<file path="src/rtl/frame_seq_pkg.sv">
// Shared types and constants for the per-shot frame sequencer.
package frame_seq_pkg;

    localparam int N_SUB = 8;
    localparam int SUB_W = 3;
    localparam int TO_W  = 16;

    localparam logic [N_SUB-1:0] MASK_ALL = 8'hFF;
    localparam logic [15:0]      OVR_MAX  = 16'hFFFF;

    typedef enum logic [2:0] {
        S_IDLE      = 3'd0,
        S_LOAD      = 3'd1,
        S_STORE     = 3'd2,
        S_DAC_RST   = 3'd3,
        S_DAC_WAIT  = 3'd4,
        S_SUB_SYNC  = 3'd5,
        S_STARTED   = 3'd6,
        S_WAIT_DONE = 3'd7
    } state_t;

endpackage

</file>
<file path="src/rtl/frame_seq_if.sv">
// Control/status bundle between the frame sequencer and the datapath around it.
interface frame_seq_if;

    logic                             i_sync;
    logic [frame_seq_pkg::N_SUB-1:0]  i_sub_mask;
    logic [frame_seq_pkg::TO_W-1:0]   i_timeout;
    logic [1:0]                       i_param_done;
    logic                             i_dac_rdy;
    logic [1:0]                       i_done;

    logic                             o_load_param;
    logic                             o_sub_sync;
    logic [frame_seq_pkg::SUB_W-1:0]  o_sub_channel;
    logic                             o_dac_vld;
    logic                             o_busy;
    logic                             o_half;
    logic                             o_frame_irq;
    logic [31:0]                      o_packet_cnt;
    logic [15:0]                      o_overrun_cnt;
    logic                             o_timeout_err;

    modport slave (
        input  i_sync, i_sub_mask, i_timeout, i_param_done, i_dac_rdy, i_done,
        output o_load_param, o_sub_sync, o_sub_channel, o_dac_vld, o_busy,
               o_half, o_frame_irq, o_packet_cnt, o_overrun_cnt, o_timeout_err
    );

    modport master (
        output i_sync, i_sub_mask, i_timeout, i_param_done, i_dac_rdy, i_done,
        input  o_load_param, o_sub_sync, o_sub_channel, o_dac_vld, o_busy,
               o_half, o_frame_irq, o_packet_cnt, o_overrun_cnt, o_timeout_err
    );

endinterface

</file>
<file path="src/rtl/frame_seq_next.sv">
// Finds the lowest enabled sub-channel strictly above the current one,
// or the lowest enabled one overall when first_i is set.
module frame_seq_next #(
    parameter int N = 8,
    parameter int W = 3
) (
    input  logic [N-1:0] mask_i,
    input  logic [W-1:0] cur_i,
    input  logic         first_i,
    output logic [W-1:0] nxt_o,
    output logic         found_o
);

    // Descending scan so the lowest qualifying index is the one left standing.
    always_comb begin
        nxt_o   = '0;
        found_o = 1'b0;
        for (int i = N - 1; i >= 0; i--) begin
            if (mask_i[i] && (first_i || (i > int'(cur_i)))) begin
                nxt_o   = W'(i);
                found_o = 1'b1;
            end
        end
    end

endmodule

</file>
<file path="src/rtl/frame_seq.sv">
// Per-shot sequencer: walks enabled sub-channels on each sync and owns the
// packet/overrun counters, ping-pong half flag, frame IRQ and watchdog.
module frame_seq
    import frame_seq_pkg::*;
(
    input  logic       clk,
    input  logic       rst_n,
    frame_seq_if.slave bus
);

    state_t             state_q;
    logic [N_SUB-1:0]   mask_q;
    logic [SUB_W-1:0]   ch_q;
    logic [TO_W-1:0]    wd_q;
    logic [31:0]        pkt_q;
    logic [15:0]        ovr_q;
    logic               half_q;
    logic               irq_q;
    logic               zpend_q;
    logic               terr_q;

    logic [N_SUB-1:0]   fnd_mask;
    logic [SUB_W-1:0]   fnd_ch;
    logic               fnd_ok;
    logic [TO_W-1:0]    wd_inc_d;
    logic               wd_run;
    logic               wd_fire;

    // A sync always searches the freshly presented mask from index 0.
    assign fnd_mask = bus.i_sync ? bus.i_sub_mask : mask_q;

    frame_seq_next #(.N(N_SUB), .W(SUB_W)) u_next (
        .mask_i  (fnd_mask),
        .cur_i   (ch_q),
        .first_i (bus.i_sync),
        .nxt_o   (fnd_ch),
        .found_o (fnd_ok)
    );

    assign wd_inc_d = wd_q + 1'b1;
    assign wd_run   = state_q inside {S_STORE, S_DAC_RST, S_DAC_WAIT, S_STARTED, S_WAIT_DONE};
    assign wd_fire  = wd_run && (bus.i_timeout != '0) && (wd_inc_d == bus.i_timeout);

    always_ff @(posedge clk or negedge rst_n) begin
        if (!rst_n) begin
            state_q <= S_IDLE;
            mask_q  <= '0;
            ch_q    <= '0;
            wd_q    <= '0;
            pkt_q   <= '0;
            ovr_q   <= '0;
            half_q  <= 1'b0;
            irq_q   <= 1'b0;
            zpend_q <= 1'b0;
            terr_q  <= 1'b0;
        end else begin
            irq_q   <= zpend_q;
            zpend_q <= 1'b0;
            wd_q    <= wd_run ? wd_inc_d : '0;
            if (bus.i_sync) begin
                mask_q <= bus.i_sub_mask;
                pkt_q  <= pkt_q + 32'd1;
                half_q <= ~half_q;
                terr_q <= 1'b0;
                wd_q   <= '0;
                irq_q  <= 1'b0;
                ch_q   <= fnd_ch;
                if ((state_q != S_IDLE) && (ovr_q != OVR_MAX)) begin
                    ovr_q <= ovr_q + 16'd1;
                end
                // An empty mask still produces a (delayed) frame-end IRQ.
                if (fnd_ok) begin
                    state_q <= S_LOAD;
                end else begin
                    state_q <= S_IDLE;
                    zpend_q <= 1'b1;
                end
            end else if (wd_fire) begin
                state_q <= S_IDLE;
                terr_q  <= 1'b1;
                irq_q   <= 1'b1;
                wd_q    <= '0;
            end else begin
                case (state_q)
                    S_LOAD: begin
                        state_q <= S_STORE;
                        wd_q    <= '0;
                    end
                    S_STORE: if (&bus.i_param_done) begin
                        state_q <= S_DAC_RST;
                        wd_q    <= '0;
                    end
                    S_DAC_RST: if (bus.i_dac_rdy) begin
                        state_q <= S_DAC_WAIT;
                        wd_q    <= '0;
                    end
                    S_DAC_WAIT: if (bus.i_dac_rdy) begin
                        state_q <= S_SUB_SYNC;
                        wd_q    <= '0;
                    end
                    S_SUB_SYNC: begin
                        state_q <= S_STARTED;
                        wd_q    <= '0;
                    end
                    S_STARTED: if (bus.i_done == 2'b00) begin
                        state_q <= S_WAIT_DONE;
                        wd_q    <= '0;
                    end
                    S_WAIT_DONE: if (&bus.i_done) begin
                        wd_q <= '0;
                        if (fnd_ok) begin
                            ch_q    <= fnd_ch;
                            state_q <= S_LOAD;
                        end else begin
                            state_q <= S_IDLE;
                            irq_q   <= 1'b1;
                        end
                    end
                    default: ;
                endcase
            end
        end
    end

    assign bus.o_load_param  = (state_q == S_LOAD);
    assign bus.o_sub_sync    = (state_q == S_SUB_SYNC);
    assign bus.o_sub_channel = ch_q;
    assign bus.o_dac_vld     = (state_q != S_IDLE);
    assign bus.o_busy        = (state_q != S_IDLE);
    assign bus.o_half        = half_q;
    assign bus.o_frame_irq   = irq_q;
    assign bus.o_packet_cnt  = pkt_q;
    assign bus.o_overrun_cnt = ovr_q;
    assign bus.o_timeout_err = terr_q;

endmodule

</file>
<file path="src/flat_wrapper.sv">
// flat-port wrapper written by rule: the top's interface ports become plain ports
module frame_seq_flat import frame_seq_pkg::*;
  (clk, rst_n, bus_i_sync, bus_i_sub_mask, bus_i_timeout, bus_i_param_done, bus_i_dac_rdy, bus_i_done, bus_o_load_param, bus_o_sub_sync, bus_o_sub_channel, bus_o_dac_vld, bus_o_busy, bus_o_half, bus_o_frame_irq, bus_o_packet_cnt, bus_o_overrun_cnt, bus_o_timeout_err);
  frame_seq_if bus_i ();
  input  logic clk;
  input  logic rst_n;
  input wire logic [$bits(bus_i.i_sync)-1:0] bus_i_sync;
  input wire logic [$bits(bus_i.i_sub_mask)-1:0] bus_i_sub_mask;
  input wire logic [$bits(bus_i.i_timeout)-1:0] bus_i_timeout;
  input wire logic [$bits(bus_i.i_param_done)-1:0] bus_i_param_done;
  input wire logic [$bits(bus_i.i_dac_rdy)-1:0] bus_i_dac_rdy;
  input wire logic [$bits(bus_i.i_done)-1:0] bus_i_done;
  output wire logic [$bits(bus_i.o_load_param)-1:0] bus_o_load_param;
  output wire logic [$bits(bus_i.o_sub_sync)-1:0] bus_o_sub_sync;
  output wire logic [$bits(bus_i.o_sub_channel)-1:0] bus_o_sub_channel;
  output wire logic [$bits(bus_i.o_dac_vld)-1:0] bus_o_dac_vld;
  output wire logic [$bits(bus_i.o_busy)-1:0] bus_o_busy;
  output wire logic [$bits(bus_i.o_half)-1:0] bus_o_half;
  output wire logic [$bits(bus_i.o_frame_irq)-1:0] bus_o_frame_irq;
  output wire logic [$bits(bus_i.o_packet_cnt)-1:0] bus_o_packet_cnt;
  output wire logic [$bits(bus_i.o_overrun_cnt)-1:0] bus_o_overrun_cnt;
  output wire logic [$bits(bus_i.o_timeout_err)-1:0] bus_o_timeout_err;
  assign bus_i.i_sync = bus_i_sync;
  assign bus_i.i_sub_mask = bus_i_sub_mask;
  assign bus_i.i_timeout = bus_i_timeout;
  assign bus_i.i_param_done = bus_i_param_done;
  assign bus_i.i_dac_rdy = bus_i_dac_rdy;
  assign bus_i.i_done = bus_i_done;
  assign bus_o_load_param = bus_i.o_load_param;
  assign bus_o_sub_sync = bus_i.o_sub_sync;
  assign bus_o_sub_channel = bus_i.o_sub_channel;
  assign bus_o_dac_vld = bus_i.o_dac_vld;
  assign bus_o_busy = bus_i.o_busy;
  assign bus_o_half = bus_i.o_half;
  assign bus_o_frame_irq = bus_i.o_frame_irq;
  assign bus_o_packet_cnt = bus_i.o_packet_cnt;
  assign bus_o_overrun_cnt = bus_i.o_overrun_cnt;
  assign bus_o_timeout_err = bus_i.o_timeout_err;
  frame_seq u_core (.clk(clk), .rst_n(rst_n), .bus(bus_i));
endmodule
</file>
<file path="config.mk">
export PLATFORM = sky130hd
export DESIGN_NAME = frame_seq_flat
export DESIGN_NICKNAME = d
export VERILOG_FILES = /design/src/rtl/frame_seq_pkg.sv /design/src/rtl/frame_seq_if.sv /design/src/rtl/frame_seq_next.sv /design/src/rtl/frame_seq.sv /design/src/flat_wrapper.sv
export SDC_FILE = /design/constraint.sdc
export NUM_CORES = 1
export LEC_CHECK = 0
export BUFFER_PORTS_ARGS = -buffer_cell sky130_fd_sc_hd__buf_2
export CAP_MARGIN = 40
export CORE_UTILIZATION = 59
export DETAILED_ROUTE_END_ITERATION = 10
export PLACE_DENSITY = 0.85
export SLEW_MARGIN = 5
export SYNTH_ARGS = -nofsm -noshare
export SYNTH_HDL_FRONTEND = slang
export SYNTH_HIERARCHICAL = 1
export SYNTH_SLANG_ARGS = --single-unit
</file>
<file path="constraint.sdc">
create_clock -name clk -period 9.5 [get_ports clk]
set_input_delay 0.475 -clock clk [delete_from_list [all_inputs] [get_ports clk]]
set_output_delay 0.475 -clock clk [all_outputs]
set_load 0.1 [all_outputs]
</file>
# [After elaboration in Yosys (flattened, before gate mapping)]
# Index checks and enable logic that the tools add are counted.
[word_totals] register_bits=82 in_bits=32 output_inout_bits=58 word_cells=118
[classes] addsub=3 magnitude_cmp=7 eq_ne=15 n_mux=48 n_bitwise=1 reduce_logical=34
[ops] cell="$mux 16" n=7
[ops] cell="$pmux 16 s5" n=1
[ops] cell="$mux 3" n=20
[ops] cell="$add 16x1->16 const B" n=2
[ops] cell="$add 32x1->32 const B" n=1
[ops] cell="$pmux 3 s7" n=1
[ops] cell="$ne 4x3->1 const B" n=5
[ops] cell="$mux 1" n=18
[ops] cell="$eq 16x16->1" n=1
[ops] cell="$ne 16x16->1 const B" n=1
[ops] cell="$reduce_bool 16->1" n=1
[ops] cell="$eq 3x3->1 const B" n=4
[ops] cell="$gt 3x3->1 const A" n=4
[ops] cell="$logic_and 1x1->1" n=11
[ops] cell="$reduce_bool 9->1" n=1
[ops] cell="$mux 8" n=1
[ops] cell="$reduce_bool 2->1" n=4
[ops] cell="$logic_or 1x1->1" n=7
[ops] cell="$eq 3x2->1 const B" n=2
[ops] cell="$gt 2x3->1 const A" n=2
[ops] cell="$reduce_and 2->1" n=3
[ops] cell="$reduce_and 6->1" n=1
[ops] cell="$reduce_bool 5->1" n=1
[ops] cell="$reduce_and 4->1" n=1
[ops] cell="7 further kinds" n=8

# [Logic depth before layout (Yosys ltp)]
# Gate-level depths: netlist (run 1).
[logic_depth] depth_word=16 ltp_mapped=11 ltp_nobuf=8

# [By module]
# Netlist (run 1), hierarchy kept.
[by_module_without_submodules] module="frame_seq" instances=1 cells_per_inst=405 area_each_um2=4180.3 seq_area_each_um2=2052.0
[by_module_without_submodules] module="frame_seq_next" instances=1 cells_per_inst=38 area_each_um2=250.2 seq_area_each_um2=0.0

# [Least setup slack after synthesis (run 1)]
# No wires, ideal clock.
[synth_path] path_type="register -> output" start="register u_core.state_q[0]" end="output port bus_o_load_param" t_arrival_ns=2.860 t_required_ns=9.025 path_slack_ns=6.165 stages_incl_launch_ff=3 n_path_buf=1 path_cell_list="dfrtp_1 clkbuf_1 nor3b_1"
[synth_between] elab_chain_cells=1
[synth_rtl] element="from (decl)" line="frame_seq.sv:11" rtl="state_t state_q;"
[synth_rtl] element="from (signal assigned)" line="frame_seq.sv:46" rtl="state_q <= S_IDLE;"
[synth_rtl] element="from (signal assigned)" line="frame_seq.sv:73" rtl="state_q <= S_LOAD;"
[synth_rtl] element="from (signal assigned)" line="frame_seq.sv:75" rtl="state_q <= S_IDLE;"
[synth_rtl] element="$eq 3x1->1" line="frame_seq.sv:125" rtl="assign bus.o_load_param = (state_q == S_LOAD);"
[synth_rtl] element="to (decl)" line="flat_wrapper.sv:13" rtl="output wire logic [$bits(bus_i.o_load_param)-1:0] bus_o_load_param;"
# Every way passes these cells.

# [Final worst setup path (run 1)]
[layout_path] start="register u_core.wd_q[3]" end="register u_core.wd_q[4]"
[layout_between] elab_chain_cells=6 elab_cells_between_ends=11 classes_between="add/sub: 1; eq/ne: 1; mux: 8; reduce/logical: 1"
[layout_rtl] element="from (decl)" line="frame_seq.sv:14" rtl="logic [TO_W-1:0] wd_q;"
[layout_rtl] element="from (signal assigned)" line="frame_seq.sv:59" rtl="wd_q <= wd_run ? wd_inc_d : '0;"
[layout_rtl] element="$add 16x1->16 *" line="frame_seq.sv:40" rtl="assign wd_inc_d = wd_q + 1'b1;"
[layout_rtl] element="$mux 16" line="frame_seq.sv:59"
[layout_rtl] element="$mux 16 (on tied branches)"
[layout_rtl] element="$pmux 16 s5" line="frame_seq.sv:84" rtl="case (state_q)"
[layout_rtl] element="$mux 16 *" line="frame_seq.sv:78" rtl="end else if (wd_fire) begin"
[layout_rtl] element="$mux 16 *" line="frame_seq.sv:60" rtl="if (bus.i_sync) begin"
# Every way passes the cells marked *; elsewhere a longest branch is shown, timed or not.
# A chain may end at the register's enable or synchronous reset.

==> results of run 1 <==
## logic make-up (layout without fill, tap and decap cells)
logic type / after synthesis / after routing
adders and majority gates: 3 / 3
DFF: 82 / 82
buffers and inverters: 27 / 116
xor gates and xnor gates: 69 / 69
and+or+nand+nor: 190 / 190
muxes: 11 / 11
AOI/OAI and AO/OA: 61 / 61
## metal layers
metal  wire [um]  GRT usage
met5           0          0
met4         125     0.0938
met3         483     0.0382
met2        4910      0.435
met1        4260      0.338
## cells in the final DEF, fill, tap and decap left out, types with 3 or more instances in the layout
cell type | Yosys | routed
nand2b_1 | 3 | 3
nand2_1 | 40 | 40
or4_1 | 6 | 6
xnor2_1 | 50 | 50
a21oi_1 | 8 | 8
nor2_1 | 33 | 33
nand3_1 | 25 | 25
nor3_1 | 10 | 10
buf_2 | 4 | 89
and3_1 | 7 | 7
ha_1 | 3 | 3
mux2_2 | 10 | 10
inv_1 | 9 | 9
clkbuf_8 | 0 | 9
nor3b_1 | 3 | 3
o2111ai_1 | 3 | 3
xor2_1 | 19 | 19
o21ai_0 | 13 | 13
nand4_1 | 18 | 18
nor4_1 | 11 | 11
dfrtp_1 | 82 | 82
nor2b_1 | 6 | 6
or2_2 | 6 | 6
or3_1 | 3 | 3
o22a_1 | 3 | 3
o22ai_1 | 3 | 3
o31ai_1 | 4 | 4
and4_1 | 3 | 3
o32a_1 | 5 | 5
and2_1 | 3 | 3
## worst paths after layout
check	from	end	slack, ns	depth (start not counted)
hold reg to reg	u_core/bus.o_half	u_core/bus.o_half	0.47	1
min in group clk	bus_i_sub_mask[4]	u_core/mask_q[4]	0.38	2
max in group asynchronous	rst_n	u_core/bus.o_packet_cnt[6]	8.79	2
setup / recovery	u_core/wd_q[3]	u_core/wd_q[4]	5.75	7
hold / removal	rst_n	u_core/bus.o_overrun_cnt[4]	0.09	1
setup reg to reg	u_core/wd_q[3]	u_core/wd_q[4]	5.75	7
## critical path: stages (launching register included)
cell and delay, ns:
dfrtp_1 0.45, nand4_1 0.44, or2_1 0.40, a211o_1 0.29
or4_1 0.52, or4_1 0.64, o311ai_4 0.73, nor2_1 0.12
## final cells by class
type                       count  share of cell area
tap                           99              0.0240
sequential                    82               0.397
clock inverter                 7              0.0213
inverter                       9             0.00654
multi-input combinational    334               0.436
clock buffer                   9              0.0240
timing repair buffer          91              0.0915
## power by group through the flow
stage                     Sequential [mW]  Combinational [mW]  Clock (mW)
after floorplan                     0.663               0.116           0
after global placement              0.439               0.409           0
after detailed placement            0.442               0.416           0
after CTS                           0.435               0.418       0.296
after global routing                0.443               0.436       0.311
final                               0.436               0.416       0.290
## state kept, by name, indices dropped and copies added (netlist names), 3 cells and up
signal                    cells
u_core/mask_q                 8
u_core/bus.o_packet_cnt      32
u_core/wd_q                  16
u_core/bus.o_sub_channel      3
u_core/state_q                3
u_core/bus.o_overrun_cnt     16
## cells in the mapped netlist, types with 3 or more instances
cell | count | area share
dfrtp_1 | 82 | 0.46
xnor2_1 | 50 | 0.099
nand2_1 | 40 | 0.034
nor2_1 | 33 | 0.028
nand3_1 | 25 | 0.028
xor2_1 | 19 | 0.038
nand4_1 | 18 | 0.025
o21ai_0 | 13 | 0.015
nor4_1 | 11 | 0.016
mux2_2 | 10 | 0.025
nor3_1 | 10 | 0.011
clkbuf_1 | 9 | 0.0076
inv_1 | 9 | 0.0076
a21oi_1 | 8 | 0.0090
and3_1 | 7 | 0.0099
nor2b_1 | 6 | 0.0085
or2_2 | 6 | 0.0085
or4_1 | 6 | 0.010
o32a_1 | 5 | 0.011
buf_2 | 4 | 0.0045
o31ai_1 | 4 | 0.0068
and2_1 | 3 | 0.0042
and4_1 | 3 | 0.0059
ha_1 | 3 | 0.0085
nand2b_1 | 3 | 0.0042
nor3b_1 | 3 | 0.0051
o2111ai_1 | 3 | 0.0059
o22a_1 | 3 | 0.0059
o22ai_1 | 3 | 0.0042
or3_1 | 3 | 0.0042
## stage by stage
stage          hold slack (ns)  utilization  std cells
4_1_cts                  0.102        0.712        631
5_1_grt                  0.123        0.712        631
2_1_floorplan            0.179            -        443
6_report                0.0947        0.712        631
3_3_place_gp             0.447        0.677        613
3_5_place_dp             0.450        0.680        615
==> reports/results.ini, run 1 <==
[logic_synthesis]
synthArstFlopShare=1.00
synth_mux_area_frac=0.0277
yosys_warnings=6
yosys.area_share.adder=0.00847
synth_xor_area_frac=0.136
synth-edff-count=0
syn_avg_cell_area_um2=10.0
syn_inst=443
ys_seq_area_frac=0.463
synth_compound_area_frac=0.105
syn_area_um2=4430
ys_ff_latch=82
synth_top_family_by_area=simple AND/OR/NAND/NOR gates
yosysUniqueCellTypes=64
synthFlopType=dfrtp_1
synth_simple_gate_area_frac=0.231
synth_nets=478

[placed_design]
pre_cts_slack_ns=5.81
dp_hpwl_um=7110
placedInstanceArea_um2=4930
io_buffer_count=89
place_congestion=0.911

[power_and_ir_drop]
leakage_nw=2.32
p_total_mw=1.14
ir_drop_v=0.000132
p_comb_frac=0.365
switchingPower_mw=0.521
switching_share=0.456
pwr-share-seq=0.382
p_int_mw=0.621
p_per_area_nw_per_um2=221
clkPwrFrac=0.254

[finish]
multi_input_area_um2=2250
n_antenna_cell=0
drive_gt1_frac=0.246
area_growth_pct=16.6
nFillCells=563
register_area_um2=2050
final_nets=562
final_cell_area_um2=5170

[worst_setup_path]
crit_arrival_ns=3.96
critPathLaunchType=flip-flop
critPathCaptureType=flip-flop
worstPathMaxFanout=16
cp.required_ns=9.71
critPathKind=reg2reg

[route]
ant_nets=0
vias=3677
wl_per_cell_um=15.5
drtIter0Drc=200
finalWirelength_um=9780
routed_via_density=5.83
drc=0
drt-pass1-iter-count=4

[sta]
layout_setup_ws_ns=5.75
rsz0062_at_grt=no
finalCritPeriodShare=0.394
hold_viol_final=0
worstMarginPinSlew_ns=0.733
finalSetupViolCount=0
finalClockSkew_ns=0.0161
maxSlewHeadroom=0.510
min_period_ns=3.75
slew_violations=0
fmax_ghz=0.267
fin_tns_setup_ns=0

[global_route]
grt_pass1_vias=3382
grt_pass1_wl_um=15600
grt_overflow_total=0
grt_max_degree=44
antenna_found_initial=0
grt_use_total=0.258

[clock_tree]
cts.sinks=82
cts_inserted_buffers=9
clk_latency_ns=0.36
clkTransAtPathRegs_ns=0.09
h-tree-depth=3
cts_resized=0
root_buffer=clkbuf_8
cts_buffer_depth=2
postCtsSetupBuffers=0
ctsHoldBuffers=0
cts_tree=done

[floorplanning]
rows=31
core_area_um2=7250
design.die.area_um2=7860
die_y_um=88.7
die_w_um=88.7
io_pins=90
start_util=0.611

[worst_hold_path]
holdCritPathClass=in2async

[flow_run]
max_cap_violations=0

[outcome]
status=finished, final reports clean

(Power assumes the default switching activity.)
==> inputs of run 2 (changes only) <==
--- a/config.mk
+++ b/config.mk
@@ -7,9 +7,9 @@
 export LEC_CHECK = 0
 export BUFFER_PORTS_ARGS = -buffer_cell sky130_fd_sc_hd__buf_2
 export CAP_MARGIN = 40
-export CORE_UTILIZATION = 59
+export CORE_UTILIZATION = 55
 export DETAILED_ROUTE_END_ITERATION = 10
-export PLACE_DENSITY = 0.85
+export PLACE_DENSITY = 0.8
 export SLEW_MARGIN = 5
 export SYNTH_ARGS = -nofsm -noshare
 export SYNTH_HDL_FRONTEND = slang
==> constraint.sdc (replaced) <==
create_clock -name clk -period 3.7 [get_ports clk]
set_input_delay 0.185 -clock clk [delete_from_list [all_inputs] [get_ports clk]]
set_output_delay 0.185 -clock clk [all_outputs]
set_load 0.1 [all_outputs]
==> run 2 against run 1 <==
Compared with the run above: setup slack got worse by 5.3 ns; hold slack improved by 0.0031 ns; combinational power increased to 2.6 times the previous value; fmax increased by 15%; clock skew decreased by 0.00085 ns; non-clock buffer count increased by 6; critical path type unchanged; critical endpoint is now u_core/wd_q[12].
==> reports/results.ini, run 2 (synthesized netlist as in run 1, its figures left out) <==
[outcome]
status=finished, final reports clean

[worst_setup_path]
worstPathMaxFanout=16  ; unchanged
critical-path-slowest-cell=or4_1
r2r_end=u_core/wd_q[12]
ff2ff_path_depth=8  ; +1
critPathLaunchType=flip-flop
cp.required_ns=3.91  ; -5.80 ns
critPathCaptureType=flip-flop
reg2reg_slack_ns=0.45  ; -5.30 ns
timing.rr.start=u_core/wd_q[3]
cpMostUsedCell=or4_1
crit_chain=nand4_1 -> or2_1 -> a211o_1 -> or4_1 -> or4_1 -> o311ai_4 -> buf_4 -> a21oi_1
critPathKind=reg2reg
crit_arrival_ns=3.46  ; -0.50 ns
critPathMaxStageDelay_ns=0.64  ; -0.09 ns

[sta]
finalCritPeriodShare=0.878  ; +0.483
whs_ns=0.0978  ; +0.00311 ns
fmax_ghz=0.308  ; +15%
fin_tns_setup_ns=0  ; unchanged
min_period_ns=3.25  ; -0.500 ns
rsz0062_at_grt=no
worstMarginPinSlew_ns=0.678  ; -0.0553 ns
maxSlewHeadroom=0.547  ; +0.0376
finalClockSkew_ns=0.0153  ; -0.000846 ns
layout_setup_ws_ns=0.453  ; -5.30 ns
finalSetupViolCount=0  ; unchanged
hold_viol_final=0  ; unchanged
slew_violations=0  ; unchanged

[floorplanning]
io_pins=90  ; unchanged
core_area_um2=7770  ; +7.1%
die_y_um=91.8  ; +3.5%
rows=32  ; +3.2%
design.die.area_um2=8420  ; +7.1%
start_util=0.570  ; -0.0404
die_w_um=91.8  ; +3.5%

[power_and_ir_drop]
p_total_mw=2.83  ; +150%
leakage_nw=2.33  ; +0.40%
ir_drop_v=0.000318  ; +140%
p_per_area_nw_per_um2=544  ; +150%

[global_route]
antenna_found_initial=0  ; unchanged
grt_max_degree=51  ; +16%
grt_use_total=0.241  ; -0.0162
grt_pass1_wl_um=16200  ; +4.1%
grt_pass1_vias=3394  ; +0.35%
grt_overflow_total=0  ; unchanged

[clock_tree]
clkTransAtPathRegs_ns=0.10  ; about the same
cts.sinks=82  ; unchanged
clk_latency_ns=0.35  ; about the same
cts_tree=done
root_buffer=clkbuf_8
cts_buffer_depth=2  ; unchanged
postCtsSetupBuffers=0  ; unchanged
cts_inserted_buffers=9  ; unchanged
h-tree-depth=3  ; unchanged

[placed_design]
place_congestion=0.909  ; -0.13%
io_buffer_count=89  ; unchanged
pre_cts_slack_ns=0.475  ; -5.33 ns
dp_hpwl_um=7140  ; +0.47%
placedInstanceArea_um2=4990  ; +1.1%

[route]
vias=3700  ; +0.63%
routed_via_density=5.78  ; -0.79%
wl_per_cell_um=15.2  ; -1.8%
drc=0  ; unchanged
ant_nets=0  ; unchanged
finalWirelength_um=9740  ; -0.41%
drt-pass1-iter-count=5  ; +1
drtIter0Drc=170  ; -15%

[worst_hold_path]
hold_depth=2
holdCritStartpoint=bus_i_sub_mask[2]
holdCritPathClass=in2reg
min_to=u_core/mask_q[2]

[finish]
final_cell_mix=buf_2 (88), dfrtp_1 (82), xnor2_1 (50)
largest_reg_flops=32  ; unchanged
final_common_cell=buf_2
nFillCells=632  ; +12%
final_cell_area_um2=5190  ; +0.51%
area_growth_pct=17.2
final_nets=568  ; +1.1%
drive_gt1_frac=0.253  ; +0.00655
n_antenna_cell=0  ; unchanged

[flow_run]
max_cap_violations=0  ; unchanged

==> run 2: cell count changes in the layout (fill, tap and decap cells not counted), sizes merged <==
cell           change
buf                +4
bufinv             -2
inv                +2
clkdlybuf4s15      +1
clkinv             -1
clkinvlp           +1
dlygate4sd3        +1
==> run 2: layout make-up <==
| class | instances | area (um2) | area share |
|---|---|---|---|
| multi-input cells | 334 | 2250 | 0.433 |
| flip-flops and latches | 82 | 2050 | 0.395 |
| repair buffers | 97 | 534 | 0.103 |
| well taps | 102 | 128 | 0.0246 |
| clock buffers | 9 | 124 | 0.0238 |
| clock inverters | 7 | 71.3 | 0.0137 |
| inverters | 9 | 33.8 | 0.00650 |
==> run 2: stage by stage <==
step            util  instances
2_1_floorplan      -        443
4_1_cts        0.669        640
3_3_place_gp   0.637        621
3_5_place_dp   0.642        623
5_1_grt        0.669        640
6_report       0.669        640
==> run 2: worst max path at each step <==
stage	from	endpoint
2_1_floorplan	u_core/state_q[0]	bus_o_load_param
3_3_place_gp	u_core/wd_q[0]	u_core/wd_q[12]
3_5_place_dp	u_core/wd_q[0]	u_core/wd_q[7]
4_1_cts	u_core/wd_q[0]	u_core/wd_q[12]
5_1_grt	u_core/wd_q[0]	u_core/bus.o_sub_channel[1]
6_report	u_core/wd_q[3]	u_core/wd_q[12]
==> run 2: worst max-delay path: cells and delay by family, from the launching register on <==
kind / cells / cell delay [ns]
flops: 1 / 0.46
compound gates: 3 / 0.67
simple gates: 4 / 1.71
buf+inv: 1 / 0.27
==> run 2: power by group <==
part / switching, mW / internal, mW
Combinational: 0.856 / 0.217
Clock: 0.371 / 0.264
Sequential: 0.129 / 0.992
Total: 1.36 / 1.47
==> run 2: timing repair <==
action                                 in CTS  in global routing
endpoints found under the hold margin      32                  0
hold buffers                                1                  0
setup endpoints to repair                   0                  0
gates resized for setup                     0                  0
==> run 2: routing by layer <==
| layer | wire, um | GRT usage | vias up | part of all wire |
|---|---|---|---|---|
| met4 | 111 | 0.0794 | 0 | 0.011 |
| met1 | 4490 | 0.336 | 1786 | 0.46 |
| met2 | 4610 | 0.384 | 132 | 0.47 |
| met3 | 532 | 0.0439 | 6 | 0.055 |
| li1 | - | - | 1776 | - |
| met5 | 0 | 0 | - | 0 |
